==> src/rtl/sd_sector_if.sv <==
// Sector handshake between a core's save/load engine (master) and a sector server (slave):
// request/ack level signals plus the sd_buff_* byte stream.
interface sd_sector_if;
   logic [31:0] sd_lba;
   logic        sd_rd;
   logic        sd_wr;
   logic        sd_ack;
   logic [8:0]  sd_buff_addr;
   logic [7:0]  sd_buff_dout;
   logic        sd_buff_wr;
   logic [7:0]  sd_buff_din;

   modport master (
      output sd_lba, sd_rd, sd_wr, sd_buff_din,
      input  sd_ack, sd_buff_addr, sd_buff_dout, sd_buff_wr
   );

   modport slave (
      input  sd_lba, sd_rd, sd_wr, sd_buff_din,
      output sd_ack, sd_buff_addr, sd_buff_dout, sd_buff_wr
   );
endinterface

==> src/rtl/sd_sector_server.sv <==
// Serves 512-byte sector reads/writes over the sd_* handshake from a byte-wide image memory,
// and emits img_mounted pulses on request, deferred until the transfer FSM is idle.
module sd_sector_server #(
   parameter int MEM_AW    = 13,
   parameter int ACK_DELAY = 4,
   parameter int BYTE_GAP  = 0
) (
   input  logic              clk_sys,
   input  logic              RESET_n,
   sd_sector_if.slave        sd,
   input  logic              mount_req,
   output logic              img_mounted,
   output logic [31:0]       img_size,
   output logic [MEM_AW-1:0] mem_addr,
   output logic              mem_rd,
   input  logic [7:0]        mem_q,
   output logic              mem_we,
   output logic [7:0]        mem_d
);

   localparam int SEC_W = MEM_AW - 9;

   localparam logic [3:0] S_IDLE    = 4'd0;
   localparam logic [3:0] S_WAIT    = 4'd1;
   localparam logic [3:0] S_RD_REQ  = 4'd2;
   localparam logic [3:0] S_RD_OUT  = 4'd3;
   localparam logic [3:0] S_WR_ADDR = 4'd4;
   localparam logic [3:0] S_WR_DATA = 4'd5;
   localparam logic [3:0] S_GAP     = 4'd6;
   localparam logic [3:0] S_DONE    = 4'd7;
   localparam logic [3:0] S_HOLD    = 4'd8;

   logic [3:0]  state;
   logic [31:0] lba_q;
   logic        dir_rd;
   logic [15:0] cnt;
   logic [8:0]  idx;
   logic [8:0]  buff_addr_q;
   logic        ack_q;
   logic        mount_d;
   logic        mount_pend;
   logic        mount_rise;
   logic        in_range;
   logic        byte_done;

   assign in_range   = (lba_q >> SEC_W) == 32'd0;
   assign mount_rise = mount_req & ~mount_d;

   generate
      if (SEC_W > 0) begin : g_sec
         assign mem_addr = {lba_q[SEC_W-1:0], idx};
      end else begin : g_one
         assign mem_addr = idx;
      end
   endgenerate

   // Strobes decode straight from state so an async reset kills them in the same instant.
   assign mem_rd           = (state == S_RD_REQ) && in_range;
   assign mem_we           = (state == S_WR_DATA) && in_range;
   assign mem_d            = (state == S_WR_DATA) ? sd.sd_buff_din : 8'h00;
   assign sd.sd_buff_wr    = (state == S_RD_OUT);
   assign sd.sd_buff_dout  = (state == S_RD_OUT) ? (in_range ? mem_q : 8'hFF) : 8'h00;
   assign sd.sd_ack        = ack_q;
   assign sd.sd_buff_addr  = buff_addr_q;
   assign img_mounted      = mount_pend && (state == S_IDLE);
   assign img_size         = 32'd1 << MEM_AW;

   // A byte finishes on its second cycle, or at the end of the gap when one is configured.
   assign byte_done = ((state == S_RD_OUT || state == S_WR_DATA) && (BYTE_GAP == 0)) ||
                      ((state == S_GAP) && (cnt == 16'd0));

   always_ff @(posedge clk_sys or negedge RESET_n) begin
      if (!RESET_n) begin
         state       <= S_IDLE;
         lba_q       <= 32'd0;
         dir_rd      <= 1'b0;
         cnt         <= 16'd0;
         idx         <= 9'd0;
         buff_addr_q <= 9'd0;
         ack_q       <= 1'b0;
         mount_d     <= 1'b0;
         mount_pend  <= 1'b0;
      end else begin
         mount_d <= mount_req;
         if (mount_rise)
            mount_pend <= 1'b1;

         case (state)
            S_IDLE: begin
               if (mount_pend) begin
                  // The pulse takes this cycle; a pending request is captured on the next one.
                  mount_pend <= mount_rise;
               end else if (sd.sd_rd || sd.sd_wr) begin
                  lba_q  <= sd.sd_lba;
                  dir_rd <= sd.sd_rd;
                  cnt    <= 16'(ACK_DELAY);
                  state  <= S_WAIT;
               end
            end
            S_WAIT: begin
               if (cnt == 16'd0) begin
                  ack_q <= 1'b1;
                  idx   <= 9'd0;
                  if (dir_rd) begin
                     state <= S_RD_REQ;
                  end else begin
                     buff_addr_q <= 9'd0;
                     state       <= S_WR_ADDR;
                  end
               end else begin
                  cnt <= cnt - 16'd1;
               end
            end
            S_RD_REQ: begin
               buff_addr_q <= idx;
               state       <= S_RD_OUT;
            end
            S_WR_ADDR: state <= S_WR_DATA;
            S_RD_OUT, S_WR_DATA: begin
               if (BYTE_GAP != 0) begin
                  cnt   <= 16'(BYTE_GAP - 1);
                  state <= S_GAP;
               end
            end
            S_GAP: begin
               if (cnt != 16'd0)
                  cnt <= cnt - 16'd1;
            end
            S_DONE:  state <= S_HOLD;
            S_HOLD:  state <= S_IDLE;
            default: state <= S_IDLE;
         endcase

         // Advance to the next byte, or close the sector after byte 511 without wrapping.
         if (byte_done) begin
            if (idx == 9'd511) begin
               ack_q <= 1'b0;
               state <= S_DONE;
            end else begin
               idx <= idx + 9'd1;
               if (dir_rd) begin
                  state <= S_RD_REQ;
               end else begin
                  buff_addr_q <= idx + 9'd1;
                  state       <= S_WR_ADDR;
               end
            end
         end
      end
   end

endmodule

==> src/flat_wrapper.sv <==
// flat-port wrapper written by rule: the top's interface ports become plain ports
module sd_sector_server_flat 
#(
   parameter int MEM_AW    = 13,
   parameter int ACK_DELAY = 4,
   parameter int BYTE_GAP  = 0
)
  (clk_sys, RESET_n, mount_req, img_mounted, img_size, mem_addr, mem_rd, mem_q, mem_we, mem_d, sd_sd_lba, sd_sd_rd, sd_sd_wr, sd_sd_buff_din, sd_sd_ack, sd_sd_buff_addr, sd_sd_buff_dout, sd_sd_buff_wr);
  sd_sector_if sd_i ();
  input  logic clk_sys;
  input  logic RESET_n;
  input  logic mount_req;
  output logic img_mounted;
  output logic [31:0] img_size;
  output logic [MEM_AW-1:0] mem_addr;
  output logic mem_rd;
  input  logic [7:0] mem_q;
  output logic mem_we;
  output logic [7:0] mem_d;
  input wire logic [$bits(sd_i.sd_lba)-1:0] sd_sd_lba;
  input wire logic [$bits(sd_i.sd_rd)-1:0] sd_sd_rd;
  input wire logic [$bits(sd_i.sd_wr)-1:0] sd_sd_wr;
  input wire logic [$bits(sd_i.sd_buff_din)-1:0] sd_sd_buff_din;
  output wire logic [$bits(sd_i.sd_ack)-1:0] sd_sd_ack;
  output wire logic [$bits(sd_i.sd_buff_addr)-1:0] sd_sd_buff_addr;
  output wire logic [$bits(sd_i.sd_buff_dout)-1:0] sd_sd_buff_dout;
  output wire logic [$bits(sd_i.sd_buff_wr)-1:0] sd_sd_buff_wr;
  assign sd_i.sd_lba = sd_sd_lba;
  assign sd_i.sd_rd = sd_sd_rd;
  assign sd_i.sd_wr = sd_sd_wr;
  assign sd_i.sd_buff_din = sd_sd_buff_din;
  assign sd_sd_ack = sd_i.sd_ack;
  assign sd_sd_buff_addr = sd_i.sd_buff_addr;
  assign sd_sd_buff_dout = sd_i.sd_buff_dout;
  assign sd_sd_buff_wr = sd_i.sd_buff_wr;
  sd_sector_server #(.MEM_AW(MEM_AW), .ACK_DELAY(ACK_DELAY), .BYTE_GAP(BYTE_GAP)) u_core (.clk_sys(clk_sys), .RESET_n(RESET_n), .sd(sd_i), .mount_req(mount_req), .img_mounted(img_mounted), .img_size(img_size), .mem_addr(mem_addr), .mem_rd(mem_rd), .mem_q(mem_q), .mem_we(mem_we), .mem_d(mem_d));
endmodule
==> config.mk <==
export PLATFORM = sky130hd
export DESIGN_NAME = sd_sector_server_flat
export DESIGN_NICKNAME = d
export VERILOG_FILES = /design/src/rtl/sd_sector_if.sv /design/src/rtl/sd_sector_server.sv /design/src/flat_wrapper.sv
export SDC_FILE = /design/constraint.sdc
export NUM_CORES = 1
export LEC_CHECK = 0
export CAP_MARGIN = 30
export CORE_UTILIZATION = 41
export DETAILED_ROUTE_END_ITERATION = 16
export DONT_BUFFER_PORTS = 1
export PLACE_DENSITY_LB_ADDON = 0.15
export SYNTH_ARGS = -nofsm -noshare
export SYNTH_HDL_FRONTEND = slang
export SYNTH_SLANG_ARGS = --single-unit
==> constraint.sdc <==
create_clock -name clk_sys -period 3.66 [get_ports clk_sys]
set_clock_uncertainty 0.15 [all_clocks]
set_input_delay 0.366 -clock clk_sys [delete_from_list [all_inputs] [get_ports clk_sys]]
set_output_delay 0.366 -clock clk_sys [all_outputs]
set_load 0.02 [all_outputs]
* After elaboration in Yosys (flattened, before gate mapping)
Index checks and enable logic that the tools add are counted.
Word-level totals: input port bits 53, register bits 74, logic and storage cells 78
Cells by class: reduce and logical (&&, ||, !) cells 16, add/subtract/negate cells 2, bitwise operators 3, equal/unequal tests 16, mux-type cells 32
Operator list (count):
- 9-bit 2-to-1 mux | 9
- 16-bit 2-to-1 mux | 4
- 16-bit case mux with 3 select lines | 1
- 32-bit logical NOT | 1
- 8-bit 2-to-1 mux | 3
- 4-bit case mux with 6 select lines | 1
- 9-bit case mux with 2 select lines | 1
- 4-bit by 3-bit equality test with 1-bit output (second input constant) | 4
- 16-bit logical NOT | 1
- 4-bit 2-to-1 mux | 4
- 16-bit nonzero test | 1
- 16-bit by 1-bit subtractor with 16-bit output (second input constant) | 1
- 9-bit by 1-bit adder with 9-bit output (second input constant) | 1
- 9-bit equality test (second input constant) | 1
- 4-bit by 2-bit equality test with 1-bit output (second input constant) | 2
- 2-bit != test (second input constant) | 4
- 1-bit 2-to-1 mux | 7
- 3-bit 2-to-1 mux | 2
- 5-bit AND reduction | 1
- 4-bit by 1-bit equality test with 1-bit output (second input constant) | 1
- 1-bit logical AND | 4
- 4-bit logical NOT | 1
- 4-bit AND reduction | 1
- 1-bit logical OR | 3
- other kinds (9) | 10

* Logic depth before layout (Yosys ltp)
depth after elaboration 6, gate-level depth with buffers 12

* Worst setup path before layout
No wires, ideal clock.
kind flip-flop to flip-flop, start point register u_core.idx[0], end point register u_core.buff_addr_q[4], in the netlist u_core.sd.sd_buff_addr[4], arrival 2.639 ns, slack 0.745 ns, clock period less this slack 2.915 ns, buffers on the path 1, cell stages (with the launch flop) 12, cell sequence dfrtp_1 ha_1 and3_1 nand3_1 nor3_1 ha_1 clkbuf_1 nor2_1 and3_1 a21oi_1 o21ai_0 a221o_1
Between the ends: cells in the longest elaborated chain, start to end 4
RTL lines:
- start: declaration | RTL line sd_sector_server.sv:37 | logic [8:0] idx;
- start signal: assignment | RTL line sd_sector_server.sv:140 | idx <= idx + 9'd1;
- 9-bit by 1-bit adder with 9-bit output | RTL line sd_sector_server.sv:144 | buff_addr_q <= idx + 9'd1;
- 9-bit 2-to-1 mux | RTL line sd_sector_server.sv:141 | if (dir_rd) begin
- 9-bit 2-to-1 mux * | RTL line sd_sector_server.sv:136 | if (idx == 9'd511) begin
- 9-bit 2-to-1 mux * | RTL line sd_sector_server.sv:135 | if (byte_done) begin
- end signal: assignment | RTL line sd_sector_server.sv:115 | buff_addr_q <= idx;
- end signal: assignment | RTL line sd_sector_server.sv:144
- end: declaration | RTL line sd_sector_server.sv:38 | logic [8:0] buff_addr_q;
Every way passes the cells marked *; elsewhere a longest branch is shown, timed or not. A chain may end at the register's enable or synchronous reset.

* Worst setup path in the final report
Ends and elaborated chain as after synthesis.

==> metrics.md <==
| Metric | Value |
|---|---|
| CTS Sinks | 74 |
| Residual DRC count | 0 |
| Inserted Diodes | 0 |
| CP most frequent cell | ha_1 |
| Placed instance area | approximately 4000 um^2 |
| Actual transition at the worst max-transition pin | 0.655 ns |
| Clock root cell | clkbuf_8 |
| Initial DRC Count | about 120 |
| GP Congestion | 0.835 |
| Fmax | approximately 0.33 GHz |
| Synthesized area per cell | 8.81 um^2 |
| Global-route wire length before repair | 15,100 um |
| Mapped Area | 4030 um^2 |
| Crit path DAT | 3.17 ns |
| TritonCTS buffer count | 9 |
| Sequential element share of the synthesized area | around 46% |
| Total GRT Usage | about a fifth |
| Largest net degree at the start of global routing | 75 |
| Type of origin of the critical path | flip-flop |
| H-Tree Level Count | 3 |
| Postcts setup bufs | 0 |
| Lkg Pwr | between 2 and 2.5 nW |
| Vias in the first global route | between 3,000 and 4,000 |
| Max Buffers Root-to-Sink | 2 |
| Status | completed |
| Hold depth | 2 |
| Fin Setup TNS | 0 ns |
| Final max-slew violation count | 0 |
| CP endpoint kind | flip-flop |
| Max VDD drop | 0.399 mV |
| Design Area, Final | approximately 4600 um^2 |
| Vias after detailed routing | 3,238 |
| Finish-stage setup viols | 0 |
| Final net count | 540 |
| Number of top-level pins | about 130 |
| Crit path largest cell delay | 0.60 ns |
| Final hold viol count | 0 |
| Met1 GRT Util | between 20% and 30% |
| M3 GR Usage | approximately 4% |
| Port Buffers | 0 |
| Maxcap violations | 0 |
| Crit-path max FO | 8 |
| DP HPWL | about 6100 um |
| Warnings from Yosys | 0 |
| Primary FF master, synth | dfrtp_1 |
| Via-per-instance ratio | between 5 and 6 |
| Period utilisation layout | between 80% and 90% |
| Register area | roughly 1900 um^2 |
| CTS tree | built |
| Fraction of layout cells with a size suffix above 1 | a little under 7% |
| Die X-Extent | between 100 and 150 um |
| FF-to-FF path depth | 10 |
| Yosys cell types | 54 |
| Fillers | 898 |
| Register bit total from synthesis | 74 |
| Slowest cell on the critical path | nor4_1 |
| FP Rows | 35 |
| EDFF count, synth | 0 |
| Starting density of the core | between 40% and 50% |
| Clock-pin slew on the worst setup and hold paths | approximately 0.080 ns |
| Detailed Route WL | 9110 um |
| WP data required | 3.80 ns |
| Fraction of registers with async set/reset | between 90% and 100% |
| Setup repair after global routing missed its margin | no |
| Crit Path Class | flip-flop to flip-flop |
| GR Util met2 | between 20% and 30% |
| Die Y | about 100 um |
| Cells after Synth | roughly 460 |
| Initial antenna violation count | 0 |
| Core footprint | 9370 um^2 |
| Top Usage Layer GRT | met2 |
| Fin crit period | about 3 ns |
| Clock latency on the worst-skew pair | between 0.3 and 0.4 ns |
| Full die area | a little over 10,000 um^2 |
| Min-delay worst type | primary input to flip-flop |
| Remaining global-route overflow | 0 |
| Pwr Density | between 800 and 900 nW/um^2 |
| Slew margin rel. | 56.0% |
| ANT nets after route | 0 |
| Drt first pass iters | 4 |
| Multi-input combinational cell area | ~1900 um^2 |
| DR WL/cell | roughly 15 um |
| P&R area growth vs syn | 14.1% |
| Worst-path cell chain | ha_1 -> and3_1 -> nand3_1 -> nor3_1 -> ha_1 -> nor4_1 -> a21oi_1 -> buf_4 -> o21ai_0 -> a221o_1 |
==> critical path, delay by kind of cell, from the launching register on <==
| family | cells | cell delay, ns |
|---|---|---|
| adders and majority gates | 2 | 0.60 |
| DFF | 1 | 0.54 |
| buffers and inverters | 1 | 0.19 |
| AOI/OAI and AO/OA | 3 | 0.48 |
| and+or+nand+nor | 4 | 1.02 |
==> through the flow <==
stage          std cells  setup slack (ns)  hold WS [ns]  total power [W]  util (%)
2_1_floorplan        488             0.745       -0.0796          0.00264         -
3_3_place_gp         566             0.713       -0.0759          0.00290      42.6
3_5_place_dp         566             0.646       -0.0754          0.00292      42.6
4_1_cts              618             0.629       0.00894          0.00371      49.1
5_1_grt              618             0.272        0.0444          0.00398      49.1
6_report             618             0.629        0.0289          0.00368      49.1
==> routing by layer <==
metal	vias to the layer above	wire length [um]
met4	0	102
li1	1577	-
met5	-	0
met1	1548	4360
met3	10	362
met2	103	4290
==> power by group <==
part	switching (W)	internal (W)	total, W	leakage (nW)
logic	0.000889	0.000570	0.00146	1.11
registers	0.000363	0.00113	0.00150	0.952
clock network	0.000307	0.000422	0.000729	0.117
total	0.00156	0.00212	0.00368	2.18
==> sequential cells by signal, summed over array words and instances, names as in the netlist, 4 cells and up <==
name,flops
u_core.lba_q,32
u_core.cnt,16
u_core.state,4
u_core.sd.sd_buff_addr,9
u_core.idx,9
==> cell usage after synthesis, types with 3 or more instances <==
library cell	n	area share, %
nand2_1	116	11
nand4_1	3	0.47
clkbuf_1	18	1.7
or4b_2	3	0.74
o21ai_0	10	1.2
nand2b_1	6	0.93
nor3_1	13	1.6
ha_1	3	0.93
dfrtp_1	74	46
nor2b_1	4	0.62
and3_1	9	1.4
buf_2	3	0.37
o21a_1	11	2.0
xor2_1	4	0.87
or3_1	7	1.1
a21oi_1	14	1.7
o31ai_1	3	0.56
o311ai_0	3	0.65
buf_4	36	6.7
o22ai_1	3	0.47
nor4_1	12	1.9
a211o_1	4	0.87
inv_1	10	0.93
nor2_1	16	1.5
and2_1	12	1.9
nand3_1	14	1.7
a221o_1	12	3.0
==> cells in the final DEF, fill, tap and decap left out, drive strengths merged, types with 13 or more instances in the layout <==
| cell | count |
|---|---|
| a21oi | 15 |
| conb | 32 |
| dfrtp | 74 |
| dlygate4sd3 | 35 |
| nand2 | 116 |
| nand3 | 14 |
| nor2 | 16 |
| nor3 | 13 |
==> path summary, 6_finish.rpt <==
path | startpoint | endpoint | slack, ns
setup reg to reg | u_core.idx[0] | u_core.sd.sd_buff_addr[4] | 0.63
hold reg to reg | u_core.mount_d | u_core.mount_pend | 0.29
min in group asynchronous | RESET_n | u_core.sd.sd_buff_addr[6] | 0.42
max in group asynchronous | RESET_n | u_core.lba_q[24] | 2.64
hold / removal | mount_req | u_core.mount_pend | 0.03
setup / recovery | u_core.idx[0] | u_core.sd.sd_buff_addr[4] | 0.63
==> cells by family (layout without fill, tap and decap cells) <==
family	Yosys count	after routing	share of synthesized area [%]
mux	3	3	0.775
simple gates	224	224	26.5
compound gates	80	80	14.9
xor+xnor	4	4	0.868
fa+ha+maj	3	3	0.931
flops	74	74	45.9
buf+inv	68	69	9.96
other cells	2	32	0.186
==> area by class of cell <==
class / count / area share, %
clock buffers: 12 / 3.37
multi-input cells: 346 / 41.1
inverters: 10 / 0.815
flip-flops and latches: 74 / 40.2
well taps: 129 / 3.51
repair buffers: 43 / 9.35
clock inverters: 4 / 1.60
==> repair_timing <==
item	4_1_cts	5_1_grt
hold buffers	36	0
resized for setup	0	0
endpoints found under the hold margin	108	0
Power figures use the tool's default switching activity.
